### config.mk
export PLATFORM = sky130hd
export DESIGN_NAME = pipeline_hazard_ctrl
export DESIGN_NICKNAME = d
export VERILOG_FILES = /design/src/rtl/pipeline_pkg.sv /design/src/rtl/pipeline_hazard_ctrl_shadow_stage.sv /design/src/rtl/pipeline_hazard_ctrl.sv
export SDC_FILE = /design/constraint.sdc
export NUM_CORES = 1
export LEC_CHECK = 0
export BUFFER_PORTS_ARGS = -buffer_cell sky130_fd_sc_hd__clkbuf_2
export CORE_ASPECT_RATIO = 0.7
export CORE_MARGIN = 10
export CORE_UTILIZATION = 59
export CTS_CLUSTER_SIZE = 10
export DETAILED_ROUTE_END_ITERATION = 7
export PLACE_DENSITY_LB_ADDON = 0.1
export SLEW_MARGIN = 20
export SYNTH_ARGS = -nofsm -noshare
export SYNTH_HDL_FRONTEND = slang
export SYNTH_HIERARCHICAL = 1
export SYNTH_SLANG_ARGS = --single-unit
### constraint.sdc
create_clock -name clk -period 2.8 [get_ports clk]
set_input_delay 0.14 -clock clk [delete_from_list [all_inputs] [get_ports clk]]
set_output_delay 0.14 -clock clk [all_outputs]
set_load 0.05 [all_outputs]
### src/rtl/pipeline_pkg.sv
// Shared definitions for the pipeline hazard controller: opcode map,
// registered-decision encoding and the shadow-stage record.
package pipeline_pkg;

  // Widest register index the shadow record can hold; narrower RW values
  // are zero-extended into it.
  localparam int unsigned REG_IDX_W = 16;

  localparam logic [3:0] ALUR   = 4'h0;
  localparam logic [3:0] ALUI   = 4'h1;
  localparam logic [3:0] BRANCH = 4'h2;
  localparam logic [3:0] SWOP   = 4'h3;
  localparam logic [3:0] LWOP   = 4'h4;
  localparam logic [3:0] CMPR   = 4'h5;
  localparam logic [3:0] CMPI   = 4'h6;
  localparam logic [3:0] JAL    = 4'h7;

  typedef enum logic [1:0] {
    HZ_RUN   = 2'b00,
    HZ_STALL = 2'b01,
    HZ_FLUSH = 2'b10
  } hz_state_t;

  typedef struct packed {
    logic                 valid;
    logic                 wr;
    logic [REG_IDX_W-1:0] rd;
  } shadow_entry_t;

endpackage

### src/rtl/pipeline_hazard_ctrl_shadow_stage.sv
// One shadow pipeline slot tracking {valid, wr, rd} of the instruction
// occupying a downstream stage.
module hazard_shadow_stage
  import pipeline_pkg::*;
(
  input  logic          clk,
  input  logic          reset,
  input  logic          load,
  input  logic          bubble,
  input  shadow_entry_t src,
  output shadow_entry_t entry
);

  // Bubble wins over load so a squashed/stalled slot never carries a writer.
  always_ff @(posedge clk or posedge reset) begin
    if (reset) begin
      entry <= '0;
    end else if (bubble) begin
      entry <= '0;
    end else if (load) begin
      entry <= src;
    end
  end

endmodule

### src/rtl/pipeline_hazard_ctrl.sv
// Hazard controller for a 5-stage in-order pipeline without forwarding:
// stalls DEC on a RAW dependence against EX/ME/WB, flushes on a taken
// branch, and keeps saturating stall/flush statistics.
module pipeline_hazard_ctrl
  import pipeline_pkg::*;
#(
  parameter int unsigned OPW  = 4,
  parameter int unsigned RW   = 4,
  parameter int unsigned CNTW = 16
) (
  input  logic            clk,
  input  logic            reset,
  input  logic [OPW-1:0]  dec_op,
  input  logic [RW-1:0]   dec_rs1,
  input  logic [RW-1:0]   dec_rs2,
  input  logic [RW-1:0]   dec_rd,
  input  logic            ex_br_taken,
  output logic            pc_we,
  output logic            ifdec_we,
  output logic            ifdec_flush,
  output logic            decex_bubble,
  output logic            ex_valid,
  output logic            me_valid,
  output logic            wb_valid,
  output logic [1:0]      hz_state,
  output logic [CNTW-1:0] stall_cnt,
  output logic [CNTW-1:0] flush_cnt
);

  hz_state_t     hz_q, hz_d;
  shadow_entry_t dec_e, ex_e, me_e, wb_e;
  logic          dec_valid, dec_wr, use_rs1, use_rs2, hazard;

  // r0 is hardwired, so it never creates a dependence.
  function automatic logic src_hit(input logic [RW-1:0] src, input shadow_entry_t e);
    return (src != '0) && e.valid && e.wr && (e.rd == REG_IDX_W'(src));
  endfunction

  // Decode of the DEC instruction and RAW hazard detection against EX/ME/WB.
  always_comb begin
    dec_valid = (hz_q != HZ_FLUSH);
    dec_wr    = (dec_op != OPW'(SWOP)) && (dec_op != OPW'(BRANCH));
    use_rs1   = dec_op inside {OPW'(ALUR), OPW'(ALUI), OPW'(LWOP), OPW'(SWOP),
                               OPW'(CMPR), OPW'(CMPI), OPW'(BRANCH), OPW'(JAL)};
    use_rs2   = dec_op inside {OPW'(ALUR), OPW'(CMPR), OPW'(SWOP), OPW'(BRANCH)};
    dec_e       = '0;
    dec_e.valid = dec_valid;
    dec_e.wr    = dec_wr;
    dec_e.rd    = REG_IDX_W'(dec_rd);
    hazard = dec_valid &&
             ((use_rs1 && (src_hit(dec_rs1, ex_e) || src_hit(dec_rs1, me_e) ||
                           src_hit(dec_rs1, wb_e))) ||
              (use_rs2 && (src_hit(dec_rs2, ex_e) || src_hit(dec_rs2, me_e) ||
                           src_hit(dec_rs2, wb_e))));
  end

  // Per-cycle decision (FLUSH > STALL > RUN) and the control outputs it drives;
  // reset forces RUN so no squash or stall is visible while it is held.
  always_comb begin
    hz_d         = HZ_RUN;
    pc_we        = 1'b1;
    ifdec_we     = 1'b1;
    ifdec_flush  = 1'b0;
    decex_bubble = 1'b0;
    if (!reset) begin
      if (ex_br_taken) begin
        hz_d = HZ_FLUSH;
      end else if (hazard) begin
        hz_d = HZ_STALL;
      end
    end
    case (hz_d)
      HZ_FLUSH: begin
        ifdec_flush  = 1'b1;
        decex_bubble = 1'b1;
      end
      HZ_STALL: begin
        pc_we        = 1'b0;
        ifdec_we     = 1'b0;
        decex_bubble = 1'b1;
      end
      default: ;
    endcase
  end

  // Registered decision; a FLUSH here marks the next DEC instruction invalid.
  always_ff @(posedge clk or posedge reset) begin
    if (reset) begin
      hz_q <= HZ_RUN;
    end else begin
      hz_q <= hz_d;
    end
  end

  // Saturating stall/flush event counters.
  always_ff @(posedge clk or posedge reset) begin
    if (reset) begin
      stall_cnt <= '0;
      flush_cnt <= '0;
    end else begin
      if ((hz_d == HZ_STALL) && (stall_cnt != '1)) begin
        stall_cnt <= stall_cnt + CNTW'(1);
      end
      if ((hz_d == HZ_FLUSH) && (flush_cnt != '1)) begin
        flush_cnt <= flush_cnt + CNTW'(1);
      end
    end
  end

  hazard_shadow_stage u_ex (
    .clk    (clk),
    .reset  (reset),
    .load   (1'b1),
    .bubble (decex_bubble),
    .src    (dec_e),
    .entry  (ex_e)
  );

  hazard_shadow_stage u_me (
    .clk    (clk),
    .reset  (reset),
    .load   (1'b1),
    .bubble (1'b0),
    .src    (ex_e),
    .entry  (me_e)
  );

  hazard_shadow_stage u_wb (
    .clk    (clk),
    .reset  (reset),
    .load   (1'b1),
    .bubble (1'b0),
    .src    (me_e),
    .entry  (wb_e)
  );

  assign ex_valid = ex_e.valid;
  assign me_valid = me_e.valid;
  assign wb_valid = wb_e.valid;
  assign hz_state = hz_q;

endmodule

Word level (Yosys, flattened, before mapping)
Index checks and enable logic that the tools add are counted.
{"block": "classes", "muxes": 7, "addsub": 2, "reduce_logical": 35, "eq_ne": 20}
{"cell": "$eq A16 B4 Y1", "n": 6}
{"cell": "$add A16 B1 Y16 const B", "n": 2}
{"cell": "$ne A16 B16 Y1 const B", "n": 2}
{"cell": "$logic_and A1 B1 Y1", "n": 24}
{"cell": "$mux W18", "n": 1}
{"cell": "$eq A4 B3 Y1 const B", "n": 4}
{"cell": "$reduce_bool A4 Y1", "n": 3}
{"cell": "$eq A4 B2 Y1 const B", "n": 2}
{"cell": "$ne A4 B2 Y1 const B", "n": 2}
{"cell": "$reduce_bool A8 Y1", "n": 1}
{"cell": "$logic_or A1 B1 Y1", "n": 5}
{"cell": "$eq A4 B1 Y1 const B", "n": 1}
{"cell": "$logic_not A4 Y1", "n": 1}
{"cell": "$mux W1", "n": 4}
{"cell": "$mux W2", "n": 2}
{"cell": "$eq A2 B1 Y1 const B", "n": 1}
{"cell": "$eq A2 B2 Y1 const B", "n": 1}
{"cell": "$ne A2 B2 Y1 const B", "n": 1}
{"cell": "$reduce_or A2 Y1", "n": 1}
{"block": "word_totals", "elab_cells": 76, "regBits": 88, "in_bits": 19}

Depth between registers and ports, before layout
{"block": "logic_depth", "depth_word": 16, "depth_mapped": 10}

Modules after synthesis
Netlist, hierarchy kept.
{"mod": "hazard_shadow_stage", "cells_per_inst": 59, "n_inst": 3, "area_per_inst_um2": 743.2}
{"mod": "pipeline_hazard_ctrl", "cells_per_inst": 229, "n_inst": 1, "area_per_inst_um2": 2194.6}

Least setup slack after synthesis
No wires, ideal clock.
{"block": "synth_timing", "path_kind": "register to register", "start": "register u_ex/entry[17] (netlist name)", "end": "register u_ex/entry[3] (netlist name)", "t_required_ns": 2.679, "setup_time_ns": 0.121, "period_less_slack_ns": 2.674, "stages_incl_launch_ff": 10, "slack_ns": 0.126, "arrival_ns": 2.553, "cell_sequence": "dfrtp_1 > nand2_1 > nand4b_1 > nor4_1 > nor3_2 > a21oi_1 > or2_1 > clkbuf_2 > buf_2 > nor2_1"}
{"block": "synth_between", "elab_chain_cells": 15, "elab_cells_between_ends": 22, "cone_classes": "2 x eq/ne; 5 x mux; 15 x reduce/logical"}
{"item": "start: declaration", "line_no": "pipeline_hazard_ctrl_shadow_stage.sv:11", "text": "output shadow_entry_t entry"}
{"item": "start signal: assignment", "line_no": "pipeline_hazard_ctrl_shadow_stage.sv:21", "text": "entry <= src;"}
{"item": "$logic_and A1 B1 Y1 (3 in a row)", "line_no": "pipeline_hazard_ctrl.sv:36", "text": "return (src != '0) && e.valid && e.wr && (e.rd == REG_IDX_W'(src));"}
{"item": "$logic_or A1 B1 Y1 (on tied branches) (2 in a row)", "line_no": "pipeline_hazard_ctrl.sv:51, pipeline_hazard_ctrl.sv:53"}
{"item": "$logic_and A1 B1 Y1 (on tied branches)", "line_no": "pipeline_hazard_ctrl.sv:51, pipeline_hazard_ctrl.sv:53"}
{"item": "$logic_or A1 B1 Y1 (*)", "line_no": "pipeline_hazard_ctrl.sv:52", "text": "src_hit(dec_rs1, wb_e))) ||"}
{"item": "$logic_and A1 B1 Y1 (*)", "line_no": "pipeline_hazard_ctrl.sv:50", "text": "hazard = dec_valid &&"}
{"item": "$mux W1 (*)", "line_no": "pipeline_hazard_ctrl.sv:68", "text": "end else if (hazard) begin"}
{"item": "$mux W2 (*)", "line_no": "pipeline_hazard_ctrl.sv:66", "text": "if (ex_br_taken) begin"}
{"item": "$mux W2 (*)", "line_no": "pipeline_hazard_ctrl.sv:65", "text": "if (!reset) begin"}
{"item": "via hz_d[0]", "line_no": "pipeline_hazard_ctrl.sv:30", "text": "hz_state_t hz_q, hz_d;"}
{"item": "$eq A2 B1 Y1 or $eq A2 B2 Y1 (tied branches)", "line_no": "pipeline_hazard_ctrl.sv:72", "text": "case (hz_d)"}
{"item": "$reduce_or A2 Y1 (no line) (*)"}
{"item": "$mux W1 (*)", "line_no": "pipeline_hazard_ctrl.sv:72"}
{"item": "via decex_bubble", "line_no": "pipeline_hazard_ctrl.sv:21", "text": "output logic decex_bubble,"}
{"item": "$mux W18 (*)", "line_no": "pipeline_hazard_ctrl_shadow_stage.sv:18", "text": "end else if (bubble) begin"}
The timed path passes the listed nets; every way through them passes the cells marked *.
A chain may end at the register's enable or synchronous reset.

Worst setup path in the final report
{"block": "layout_timing", "start": "register u_ex/entry[5] (netlist name)", "end": "output port decex_bubble"}
{"block": "layout_between", "elab_chain_cells": 13, "elab_cells_between_ends": 19, "cone_classes": "4 x eq/ne; 4 x mux; 11 x reduce/logical"}
{"item": "$eq A16 B4 Y1", "line_no": "pipeline_hazard_ctrl.sv:36"}
{"item": "$logic_and A1 B1 Y1", "line_no": "pipeline_hazard_ctrl.sv:36"}
{"item": "$logic_or A1 B1 Y1 (on tied branches) (2 in a row)", "line_no": "pipeline_hazard_ctrl.sv:51, pipeline_hazard_ctrl.sv:53"}
{"item": "$logic_and A1 B1 Y1 (on tied branches)", "line_no": "pipeline_hazard_ctrl.sv:51, pipeline_hazard_ctrl.sv:53"}
{"item": "$logic_or A1 B1 Y1 (*)", "line_no": "pipeline_hazard_ctrl.sv:52"}
{"item": "$logic_and A1 B1 Y1 (*)", "line_no": "pipeline_hazard_ctrl.sv:50"}
{"item": "$mux W1 (*)", "line_no": "pipeline_hazard_ctrl.sv:68"}
{"item": "$mux W2 (*)", "line_no": "pipeline_hazard_ctrl.sv:66"}
{"item": "$mux W2 (*)", "line_no": "pipeline_hazard_ctrl.sv:65"}
{"item": "via hz_d[0]", "line_no": "pipeline_hazard_ctrl.sv:30"}
{"item": "$eq A2 B1 Y1 or $eq A2 B2 Y1 (tied branches)", "line_no": "pipeline_hazard_ctrl.sv:72"}
{"item": "$reduce_or A2 Y1 (no line) (*)"}
{"item": "$mux W1 (*)", "line_no": "pipeline_hazard_ctrl.sv:72"}
{"item": "end: declaration", "line_no": "pipeline_hazard_ctrl.sv:21"}
Marks and branches as above.

==> out/summary.txt <==
Register area share after synthesis - 0.498
Ratio of cells with drive above 1 in the final layout - 0.200
Clock sinks - 88
WL/cell - 16.9 um
Fin crit period - 2600 ps
Clock Latency Late Sink - 360 ps
CTS tree - done
Placer Congestion - 0.792
Total congestion overflow - 0
Diode count - 0
Worst Hold Class - primary input to flip-flop
Post-route ant nets - 0
Die area - 11,400 um^2
DIE WIDTH - 124 um
Leakage - 0.00255 uW
Final Cycle Share - 0.929
Max Fclk - 384 MHz
Met1 Resource Use GR - 0.274
Worst-path fanout max - 3
Maximum VDD drop - 616 uV
CTS Buffer Depth - 2
PortBufs - 59
Pre-CTS WS - 489 ps
Yosys warning count - 6
CP startpoint kind - flip-flop
Vias/cell - 5.39
Clock transition at path regs - 80 ps
Num CTS Buffers - 9
Nets - 500
Fillers - 550
Outcome - complete, no violations
Critical path class - flip-flop to output port
Critical Path AT - 2460 ps
# DRC - 0
Crit path max-delay family - simple AND/OR/NAND/NOR gates
Num rows - 26
Largest net degree at the start of global routing - 35
Most frequent cell after synthesis - dfrtp_1
Worst rel slew slack - 0.530
EDFF count, synth - 0
DRT Wirelength - 9.81 mm
Max-cap violation count - 0
Crit-path max cell delay - 400 ps
Slew at the pin closest to its max-slew limit - 704 ps
Data required, critical path - 2660 ps
Clock root cell - clkbuf_8
Setup violators final - 0
Most common flop cell mapped by yosys - dfrtp_1
Synthesis-stage register bit count - 88
CP Cell Sequence - nor4_1, nand4b_1, nor4_2, nor3_2, a21oi_1, or2_1, clkbuf_4
RSZ-0062 raised after global routing - no
Met3 Usage GRT - 0.0515
Slew Limit Fails - 0
GR met2 Demand/Resource - 0.239
Routed vias - 3,139
Asr flop ratio synth - 1.00
Total track usage - 0.180
Mapped Cells - 406
TritonRoute pass-1 iters - 4
Distinct cells, synth - 41
Initial DRC count - 282
Io pins - 60
Area share of the largest cell type after synthesis - 0.498
H-tree lvl count - 3
Area Growth Syn to Fin - 13.9%
DPL Wire Length - 7.32 mm
Yosys top cell by area - dfrtp_1
Core footprint - 7290 um^2
Die Height - 92.5 um
Final Hold Fails - 0
Crit path max-delay cell type - dfrtp_1
First-pass GRT wire length - 16.3 mm
Initial antenna violation count - 0
Mapped cell area - 4420 um^2
Clock skew - 11.1 ps
Number of global-route vias before repair - 3,133
Initial Util - 0.607
Crit path capture type - output port
Crit path buf inv count - 1
Final WS setup - 199 ps
Power per cell area - 582 nW/um^2
Synth top area cells - dfrtp_1, mux2i_1, nor2_1
Setup_tns - 0 ps
Busiest grt layer - met1
Post-synthesis area per instance - 10.9 um^2
Synth top cells by count - dfrtp_1, nor2_1, mux2i_1
==> routing by layer <==
| layer | vias to the layer above | share of wire |
|---|---|---|
| met5 | - | 0 |
| met4 | 0 | 0.012 |
| met3 | 13 | 0.073 |
| met2 | 86 | 0.41 |
| met1 | 1509 | 0.51 |
| li1 | 1531 | - |
==> tightest hold or removal path: cells and delay by family <==
kind	cells	cell delay (ps)
and+or+nand+nor	1	80
muxes	1	50
buffers and inverters	1	70
==> cell families after synthesis <==
family	synth area share
AND/OR/NAND/NOR	0.163
flip-flops	0.498
multiplexers	0.131
XOR/XNOR	0.103
buffers and inverters	0.0469
AO/OA/AOI/OAI	0.0512
adder cells (fa/ha/maj)	0.00566
other	0.00170
==> power breakdown <==
part / internal, uW / switching [uW] / total [uW]
Combinational: 167 / 358 / 525
Sequential: 1360 / 109 / 1470
Clock: 491 / 445 / 937
==> stage by stage <==
| step | util | cell area [um^2] | hold slack (ps) | total power [uW] | instances |
|---|---|---|---|---|---|
| final | 0.691 | 5040 | 27.9 | 2930 | 582 |
| after global routing | 0.691 | 5040 | 43.5 | 3070 | 582 |
| after CTS | 0.689 | 5020 | 12.6 | 2940 | 582 |
| after detailed placement | 0.658 | 4800 | 330 | 2010 | 565 |
| after global placement | 0.658 | 4800 | 319 | 1990 | 565 |
| after floorplan | - | 4480 | 78.6 | 1880 | 421 |
==> area by class of cell <==
class                           instances  area (um^2)  share of cell area
Timing Repair Buffer                   64          368              0.0730
Tap cell                               98          123              0.0243
Sequential cell                        88         2200               0.437
Inverter                               12         45.0             0.00894
Clock buffer                           13          169              0.0335
Multi-Input combinational cell        304         2080               0.414
Clock inverter                          3         47.5             0.00944
==> placed cells by master (no fill, tap or decap), types with 11 or more instances in the layout <==
master | netlist | routed
clkbuf_2 | 3 | 56
clkbuf_8 | 0 | 12
conb_1 | 2 | 17
dfrtp_1 | 88 | 88
inv_1 | 12 | 12
mux2i_1 | 54 | 54
nand2_1 | 28 | 28
nand3_1 | 13 | 13
nor2_1 | 64 | 64
nor4_1 | 13 | 11
xnor2_1 | 25 | 25
xor2_1 | 27 | 27
==> final timing paths <==
check	endpoint	slack (ps)	cells past startpoint	start
hold / removal	u_ex/entry[1]$_DFFE_PP0P_	30	3	dec_rd[1]
max in group asynchronous	u_wb/entry[15]$_DFFE_PP0P_	1850	3	reset
min in group asynchronous	u_ex/entry[16]$_DFFE_PP0P_	490	3	reset
setup / recovery	decex_bubble	200	7	u_ex/entry[5]$_DFFE_PP0P_
setup reg to reg	u_ex/entry[0]$_DFFE_PP0P_	520	8	u_ex/entry[5]$_DFFE_PP0P_
hold reg to reg	stall_cnt[11]$_DFFE_PP0P_	490	1	stall_cnt[11]$_DFFE_PP0P_
==> repair_timing <==
| item | CTS | global route |
|---|---|---|
| resized for setup | 0 | 4 |
| setup buffers | 0 | 0 |
| hold endpoints to repair | 88 | 0 |
| hold buffers | 1 | 0 |
| setup endpoints to repair | 0 | 1 |
==> state kept, by name, summed over array words and instances (netlist names) <==
signal      count
stall_cnt      16
hz_state        2
flush_cnt      16
u_me/entry     18
u_ex/entry     18
u_wb/entry     18
Power figures use the tool's default switching activity.
